`src/rtl/wrpg_seq.sv`:
```
// Test-pattern generator: accumulate / Galois LFSR / counter / end-around-carry modes.
// Optional output weighting is enabled with the WRPG_WEIGHT_EN macro.
module wrpg_seq #(
   parameter int              WIDTH = 8,
   parameter int              CNT_W = 16,
   parameter logic [WIDTH-1:0] POLY = WIDTH'('hB8)
) (
   input  logic             clk,
   input  logic             rst,
   input  logic             start,
   input  logic [1:0]       mode,
   input  logic [WIDTH-1:0] seed,
   input  logic [WIDTH-1:0] addend,
   input  logic             cin,
   input  logic [CNT_W-1:0] num_pat,
`ifdef WRPG_WEIGHT_EN
   input  logic [1:0]       weight,
`endif
   input  logic             ready,
   output logic             valid,
   output logic [WIDTH-1:0] pattern,
   output logic             cout,
   output logic [CNT_W-1:0] pat_idx,
   output logic             busy,
   output logic             done
);

   typedef enum logic [1:0] {IDLE, RUN, DONE} state_t;

   state_t           state, state_n;
   logic [WIDTH-1:0] acc;
   logic             carry_reg;
   logic [1:0]       cfg_mode;
   logic [WIDTH-1:0] cfg_addend;
   logic             cfg_cin;
   logic [CNT_W-1:0] cfg_num;
   logic             load, adv;
   logic [WIDTH+1:0] step_res;

   // Returns {carry_reg_next, cout_next, acc_next} for one generation step.
   function automatic logic [WIDTH+1:0] step(input logic [1:0] m, input logic [WIDTH-1:0] a,
                                             input logic [WIDTH-1:0] ad, input logic ci,
                                             input logic cr);
      logic [WIDTH:0]   sum;
      logic [WIDTH-1:0] nxt;
      logic             co;
      logic             crn;
      sum = '0;
      nxt = a;
      co  = 1'b0;
      crn = cr;
      case (m)
         2'b00: begin
            sum = {1'b0, a} + {1'b0, ad} + {{WIDTH{1'b0}}, ci};
            nxt = sum[WIDTH-1:0];
            co  = sum[WIDTH];
         end
         2'b01: nxt = (a >> 1) ^ (a[0] ? POLY : '0);
         2'b10: begin
            sum = {1'b0, a} + (WIDTH+1)'(1);
            nxt = sum[WIDTH-1:0];
            co  = sum[WIDTH];
         end
         default: begin
            sum = {1'b0, a} + {1'b0, ad} + {{WIDTH{1'b0}}, cr};
            nxt = sum[WIDTH-1:0];
            co  = sum[WIDTH];
            crn = sum[WIDTH];
         end
      endcase
      return {crn, co, nxt};
   endfunction

   assign step_res = step(cfg_mode, acc, cfg_addend, cfg_cin, carry_reg);

   always_ff @(posedge clk) begin
      if (rst) state <= IDLE;
      else     state <= state_n;
   end

   always_comb begin
      state_n = state;
      load    = 1'b0;
      adv     = 1'b0;
      case (state)
         IDLE: begin
            if (start) begin
               load    = 1'b1;
               state_n = (num_pat == '0) ? DONE : RUN;
            end
         end
         RUN: begin
            if (ready) begin
               if (pat_idx == cfg_num - CNT_W'(1)) state_n = DONE;
               else                                adv     = 1'b1;
            end
         end
         DONE:    state_n = IDLE;
         default: state_n = IDLE;
      endcase
   end

   assign valid = (state == RUN);
   assign busy  = (state == RUN);
   assign done  = (state == DONE);

   // Datapath: load on accepted start, advance on each non-final handshake.
   always_ff @(posedge clk) begin
      if (rst) begin
         acc        <= '0;
         carry_reg  <= 1'b0;
         cout       <= 1'b0;
         pat_idx    <= '0;
         cfg_mode   <= '0;
         cfg_addend <= '0;
         cfg_cin    <= 1'b0;
         cfg_num    <= '0;
      end else if (load) begin
         cfg_mode   <= mode;
         cfg_addend <= addend;
         cfg_cin    <= cin;
         cfg_num    <= num_pat;
         acc        <= (mode == 2'b01 && seed == '0) ? WIDTH'(1) : seed;
         carry_reg  <= cin;
         cout       <= 1'b0;
         pat_idx    <= '0;
      end else if (adv) begin
         {carry_reg, cout, acc} <= step_res;
         pat_idx                <= pat_idx + CNT_W'(1);
      end
   end

`ifdef WRPG_WEIGHT_EN
   logic [1:0]       cfg_weight;
   logic [WIDTH-1:0] rot;

   always_ff @(posedge clk) begin
      if (rst)       cfg_weight <= '0;
      else if (load) cfg_weight <= weight;
   end

   assign rot = {acc[0], acc[WIDTH-1:1]};

   always_comb begin
      pattern = acc;
      case (cfg_weight)
         2'd1:    pattern = acc & rot;
         2'd2:    pattern = acc | rot;
         2'd3:    pattern = ~acc;
         default: pattern = acc;
      endcase
   end
`else
   assign pattern = acc;
`endif

endmodule

```
`config.mk`:
```
export PLATFORM = sky130hd
export DESIGN_NAME = wrpg_seq
export DESIGN_NICKNAME = d
export VERILOG_FILES = /design/src/rtl/wrpg_seq.sv
export SDC_FILE = /design/constraint.sdc
export NUM_CORES = 1
export LEC_CHECK = 0
export BUFFER_PORTS_ARGS = -buffer_cell sky130_fd_sc_hd__buf_2
export CORE_ASPECT_RATIO = 1.75
export CORE_MARGIN = 5
export CORE_UTILIZATION = 55
export DETAILED_ROUTE_END_ITERATION = 16
export GPL_TIMING_DRIVEN = 0
export PLACE_DENSITY = 0.78
export REMOVE_ABC_BUFFERS = 1
export SLEW_MARGIN = 0
export SYNTH_ARGS = -nofsm -noshare
export SYNTH_HDL_FRONTEND = slang
export SYNTH_SLANG_ARGS = --single-unit
```
`constraint.sdc`:
```
create_clock -name clk -period 3.97 [get_ports clk]
set_input_delay 0.794 -clock clk [delete_from_list [all_inputs] [get_ports clk]]
set_output_delay 0.794 -clock clk [all_outputs]
set_load 0.1 [all_outputs]
```
==> summary.md, run 1 <==
| Metric | Value |
|---|---|
| Overall Global Routing Usage | 0.269 |
| CTS max path bufs | 2 |
| Reg clk slew, reported paths | 70 ps |
| Clock Sink Count | 55 |
| Fillers | 623 |
| Largest family of logic cells by synthesized area | simple AND/OR/NAND/NOR gates |
| Worst slew pin tran | 1260 ps |
| Netlist cell types | 63 |
| Kind of critical path | reg2reg |
| Synthesized area | 0.00395 mm² |
| CP Capture Type | flop |
| Full die area | 0.00904 mm² |
| Worst Hold Depth | 2 |
| FFs w/ async S/R, synth | 0 |
| Vias per inst | 6.40 |
| Hold endpoint | cfg_addend[6] |
| Status | finished, final reports clean |
| Hold Path Origin | cfg_addend[6] |
| Part of the power in registers | 0.374 |
| Initial DRC Count | 297 |
| Power Dens Cells | 383 mW/mm² |
| Combinational power share | 0.298 |
| Placed Cells | 629 |
| Fmax | 274 MHz |
| TritonCTS Buffers | 5 |
| CTS tree | built |
| Synth Area in XOR/XNOR | 0.0866 |
| Number of global-route vias before repair | 3910 |
| Core Box Area | 0.00713 mm² |
| Drt drc | 0 |
| Initial antenna violation count | 0 |
| Worst clock skew | 3.11 ps |
| Multiplexer area fraction after synthesis | 0.0336 |
| Largest net degree at the start of global routing | 41 |
| Most frequent cells in the layout | nand2_1 (83), buf_2 (66), dfxtp_1 (55) |
| Clk Latency, worst-skew pair | 290 ps |
| Final std cells w/o fill | 638 |
| # setup viols final | 0 |
| CP Data Required Time | 4130 ps |
| Slew HR | 0.163 |
| Register area share after synthesis | 0.279 |
| Startpoint types | flop |
| R2R Path Start | pattern[0] |
| Drt total wl | 11800 µm |
| GP Congestion | 0.941 |
| Warnings, synthesis | 0 |
| Reg-to-reg slack, setup | 320 ps |
| Depth of the CTS H-tree | 2 |
| Commonest non-fill, non-tap cell in the layout | nand2_1 |
| Number of synthesized register bits | 55 |
| WL/cell | 18.5 µm |
| Fin crit share | 0.920 |
| Clk pwr share | 0.329 |
| First-pass GRT wire length | 18900 µm |
| Starting Density | 0.553 |
| Number of synthesized flops with an enable pin | 0 |
| CTS root buf | clkbuf_16 |
| HPWL after DPL | 8780 µm |
| Max-Cap Viols | 0 |
| Final hold vios | 0 |
| Main synth FF type | dfxtp_1 |
| Largest registers | cfg_num: 16 flops, pat_idx: 16 flops |
| Mapped Cells | 509 |
| Share of cells above drive strength 1 | 0.174 |
| Max VDD drop | 0.000222 V |
| Syn_area_per_cell | 7.75 µm² |
| Sw power | 0.599 mW |
| Final min period | 3650 ps |
| Sw Ratio | 0.347 |
| Crit-path max FO | 11 |
| Internal power | 1.13 mW |
| P&R area growth vs syn | 14.1% |
| First-pass iteration count of the detailed router | 5 |
| Pleak | 1.76 nW |
| Pins Over Slew Limit | 0 |
| Compound-Gate Fraction of Synth Area | 0.218 |
| Chip width | 74.0 µm |
| Adder-Cell Fraction of Synth Area | 0.0526 |
| Final Instance Area | 0.00450 mm² |
| Simple-gate share of the synthesized area | 0.286 |
| Cell area after placement | 0.00425 mm² |
| RR Endpoint | cout |
| RSZ-0062 raised after global routing | false |
| Post-route ant nets | 0 |
| Number of nets in the layout | 606 |
| Chip Height | 122 µm |
| # Post-CTS Setup Buffers | 0 |
| WP data arrival | 3810 ps |
| Diodes inserted | 0 |
| PortBufs | 66 |
| Routed vias | 4082 |
| Ports | 67 |
| HP Class | reg2reg |
| GRT Residual Overflow | 0 |
| # rows | 41 |
| Worst reg-to-reg path cell count | 10 |
cell families after synthesis:
family | count (synthesis)
and+or+nand+nor | 224
DFF | 55
adders and majority gates | 16
xor gates and xnor gates | 39
buffers and inverters | 41
muxes | 7
AOI/OAI and AO/OA | 127
worst max path at each step:
stage          startpoint    endpoint  slack [ps]  cells after the start
6_report       pattern[0]        cout         320                     10
3_3_place_gp   pattern[0]        cout         -60                     10
3_5_place_dp   pattern[0]        cout        -120                     10
2_1_floorplan    state[0]  pat_idx[5]        -540                      5
5_1_grt        pattern[0]        cout          60                     10
4_1_cts        pattern[0]        cout          60                     10
Yosys cell counts, types with 4 or more instances:
master	count	area, µm²
a21oi_1	51	255
a221oi_1	4	35.0
a311oi_1	6	52.6
and2_1	4	25.0
and3_1	11	68.8
buf_2	6	30.0
clkbuf_1	21	78.8
dfxtp_1	55	1100
ha_1	15	188
inv_1	9	33.8
mux4_2	5	113
nand2_1	83	312
nand2b_1	6	37.5
nand3_1	19	95.1
nand3b_1	4	30.0
nand4_1	7	43.8
nor2_1	29	109
nor2b_1	5	31.3
nor3_1	14	70.1
nor3b_1	4	30.0
nor4_1	13	81.3
o2111ai_1	4	35.0
o211ai_1	5	37.5
o21ai_0	10	50.1
o21ai_1	9	45.0
o311ai_0	4	35.0
o31ai_1	6	45.0
or3_1	11	68.8
or4_1	4	30.0
xnor2_1	24	210
xor2_1	15	131
metal layers:
layer	wire, µm	track usage	vias to the layer above
met5	0	0	-
met4	746	0.168	0
met3	573	0.0363	47
met2	6300	0.477	165
met1	4170	0.291	1910
li1	-	-	1960
critical path: stages (launching register included):
cell      delay [ps]
dfxtp_1          450
ha_1             320
fa_1             450
a211oi_2         310
nor2_1           200
o311ai_2         450
nand3_1          290
or4_1            590
and3_1           200
o22ai_1          170
o31ai_1           90
power by group through the flow:
stage	Sequential, mW	Combinational, mW	Clock [mW]
CTS	0.642	0.496	0.578
global route	0.650	0.561	0.597
finish	0.645	0.514	0.567
global placement	0.654	0.480	0
detailed placement	0.655	0.493	0
floorplan	0.704	0.313	0
area by class of cell:
cell class | count | area, µm² | share of cell area
clock inverters | 2 | 60.1 | 0.0133
clock buffers | 6 | 129 | 0.0286
well taps | 86 | 108 | 0.0239
repair buffers | 67 | 358 | 0.0795
multi-input cells | 413 | 2710 | 0.603
flip-flops and latches | 55 | 1100 | 0.245
inverters | 9 | 33.8 | 0.00750
repair_timing:
action                     in CTS  in global routing
hold endpoints to repair        0                  0
setup endpoints to repair       2                 12
hold buffers                    0                  0
gates cloned                    0                  0
gates resized for setup         1                  6
stage by stage:
step                       util  power (mW)  setup TNS, ps  setup slack, ps  hold slack (ps)
after global routing      0.632        1.81              0             59.1              480
after detailed placement  0.595        1.15           -197             -125              452
after CTS                 0.623        1.72              0             56.0              462
after global placement    0.595        1.13          -63.1            -63.1              445
after floorplan               -        1.02          -8590             -539              434
final                     0.632        1.73              0              319              457
Note: power is estimated with default switching activity, not from simulation.
==> inputs of run 2 (changes only) <==
--- a/config.mk
+++ b/config.mk
@@ -6,7 +6,7 @@
 export NUM_CORES = 1
 export LEC_CHECK = 0
 export BUFFER_PORTS_ARGS = -buffer_cell sky130_fd_sc_hd__buf_2
-export CORE_ASPECT_RATIO = 1.75
+export CORE_ASPECT_RATIO = 0.8
 export CORE_MARGIN = 5
 export CORE_UTILIZATION = 55
 export DETAILED_ROUTE_END_ITERATION = 16
==> run 2 against run 1 <==
Against the previous run: highest routed layer unchanged; register-to-register slack better by 80 ps; first-iteration DRC count is 26% higher; largest power group unchanged; sequential cell count stayed put; die area is 0.62% lower; non-clock buffer count stayed put.
==> summary.md, run 2 (same netlist as run 1, synthesis figures left out) <==
| Metric | Value |
|---|---|
| Sequential Area | 0.00110 mm² |
| Kind of critical path | reg2reg |
| Hold Path Origin | cfg_addend[7] |
| Hold endpoint | cfg_addend[7] |
| Diodes inserted | 0 |
| GRT Residual Overflow | 0 |
| Overall Global Routing Usage | 0.246 |
| Fmax | 280 MHz |
| Clock Sink Count | 55 |
| Commonest non-fill, non-tap cell in the layout | nand2_1 |
| HPWL after DPL | 8460 µm |
| Final hold vios | 0 |
| First-pass GRT wire length | 18100 µm |
| Core Box Area | 0.00693 mm² |
| Placed Cells | 630 |
| Chip Height | 85.8 µm |
| Chip width | 105 µm |
| Worst clock skew | 7.30 ps |
| Multi-input gate area | 0.00272 mm² |
| CTS tree | built |
| Post-route ant nets | 0 |
| First-pass iteration count of the detailed router | 5 |
| Routed vias | 3970 |
| GP Congestion | 0.909 |
| Worst path cell trace | inv_1 -> ha_1 -> nor3b_1 -> nand4_1 -> o211ai_1 -> o311ai_0 -> and3_2 -> a21oi_1 -> nand2_1 -> a311oi_1 |
| Worst Hold Depth | 2 |
| Family with the most delay on the worst path | compound AO/OA/AOI/OAI gates |
| Fin crit share | 0.900 |
| Largest registers | cfg_num: 16 flops, pat_idx: 16 flops |
| WL/cell | 17.4 µm |
| Initial DRC Count | 374 |
| CTS max path bufs | 2 |
| Pleak | 1.72 nW |
| Status | finished, final reports clean |
| Largest net degree at the start of global routing | 41 |
| # setup viols final | 0 |
| Vias per inst | 6.21 |
| Reg-to-reg slack, setup | 400 ps |
| Ports | 67 |
| Fillers | 601 |
| WP data arrival | 3800 ps |
| Final std cells w/o fill | 639 |
| CP Capture Type | flop |
| Max VDD drop | 0.000204 V |
| # Post-CTS Setup Buffers | 0 |
| Setup TNS | 0 ps |
| P&R area growth vs syn | 12.0% |
| Initial antenna violation count | 0 |
| PortBufs | 66 |
| Number of global-route vias before repair | 3557 |
| Worst slew pin tran | 1220 ps |
| HP Class | reg2reg |
| Cell depth of the worst setup path | 10 |
| Depth of the CTS H-tree | 2 |
| Max-Cap Viols | 0 |
| Drt total wl | 11100 µm |
| CP bufs+invs | 1 |
| Clk Latency, worst-skew pair | 310 ps |
| Worst reg-to-reg path cell count | 10 |
| Share of cells above drive strength 1 | 0.172 |
| CP Launch Point | cfg_num[0] |
| Most frequent cells in the layout | nand2_1 (83), buf_2 (66), dfxtp_1 (55) |
| Drt drc | 0 |
| Pins Over Slew Limit | 0 |
| RSZ-0062 raised after global routing | false |
| Slew HR | 0.186 |
| R2R Path Start | cfg_num[0] |
| # rows | 27 |
| Startpoint types | flop |
| CTS root buf | clkbuf_8 |
| RR Endpoint | pattern[1] |
| Final min period | 3570 ps |
| Max stage delay on crit path | 760 ps |
| Power Dens Cells | 341 mW/mm² |
| CP Data Required Time | 4190 ps |
| TritonCTS Buffers | 5 |
| Reg clk slew, reported paths | 100 ps |
| Critical-path top delay cell | a21oi_1 |
| Number of nets in the layout | 606 |
| Full die area | 0.00898 mm² |
| Starting Density | 0.570 |
| Crit-path max FO | 12 |
## run 2: final cells by class
type,count,share of cell area
flip-flops and latches,55,0.249
multi-input cells,413,0.614
repair buffers,67,0.0810
well taps,87,0.0246
clock inverters,1,0.00170
inverters,9,0.00764
clock buffers,7,0.0218
## run 2: per-stage QoR
stage	utilization	instance area (µm²)	hold slack [ps]	total power [mW]	setup WS (ps)
final	0.638	4420	467	1.51	395
after global routing	0.638	4420	496	1.59	104
after CTS	0.630	4360	472	1.50	173
after detailed placement	0.613	4250	457	1.15	-73.0
after global placement	0.613	4250	451	1.14	-28.5
after floorplan	-	3810	434	1.02	-539
## run 2: routing by layer
metal | GRT usage | share of wire
met5 | 0 | 0
met4 | 0.0465 | 0.0073
met3 | 0.0429 | 0.092
met2 | 0.359 | 0.42
met1 | 0.381 | 0.48
## run 2: repair_timing
item	4_1_cts	5_1_grt
setup endpoints to repair	2	7
resized for setup	2	4
hold buffers	0	0
pin swaps	0	0
## run 2: worst min-delay path, delay by kind of cell (launching register included)
family	cells	cell delay (ps)
and+or+nand+nor	1	50
DFF	1	330
AOI/OAI and AO/OA	1	50
## run 2: report_power, final
group,internal [mW],leakage [nW],switching (mW)
Combinational,0.182,1.22,0.331
Clock,0.159,0.0505,0.192
Sequential,0.583,0.449,0.0628
Total,0.924,1.72,0.585
## run 2: worst max-delay path by stage
stage / end / slack [ps]
finish: pattern[1] / 400
global route: pattern[0] / 100
CTS: cout / 170
detailed placement: cout / -70
global placement: cout / -30
floorplan: pat_idx[5] / -540
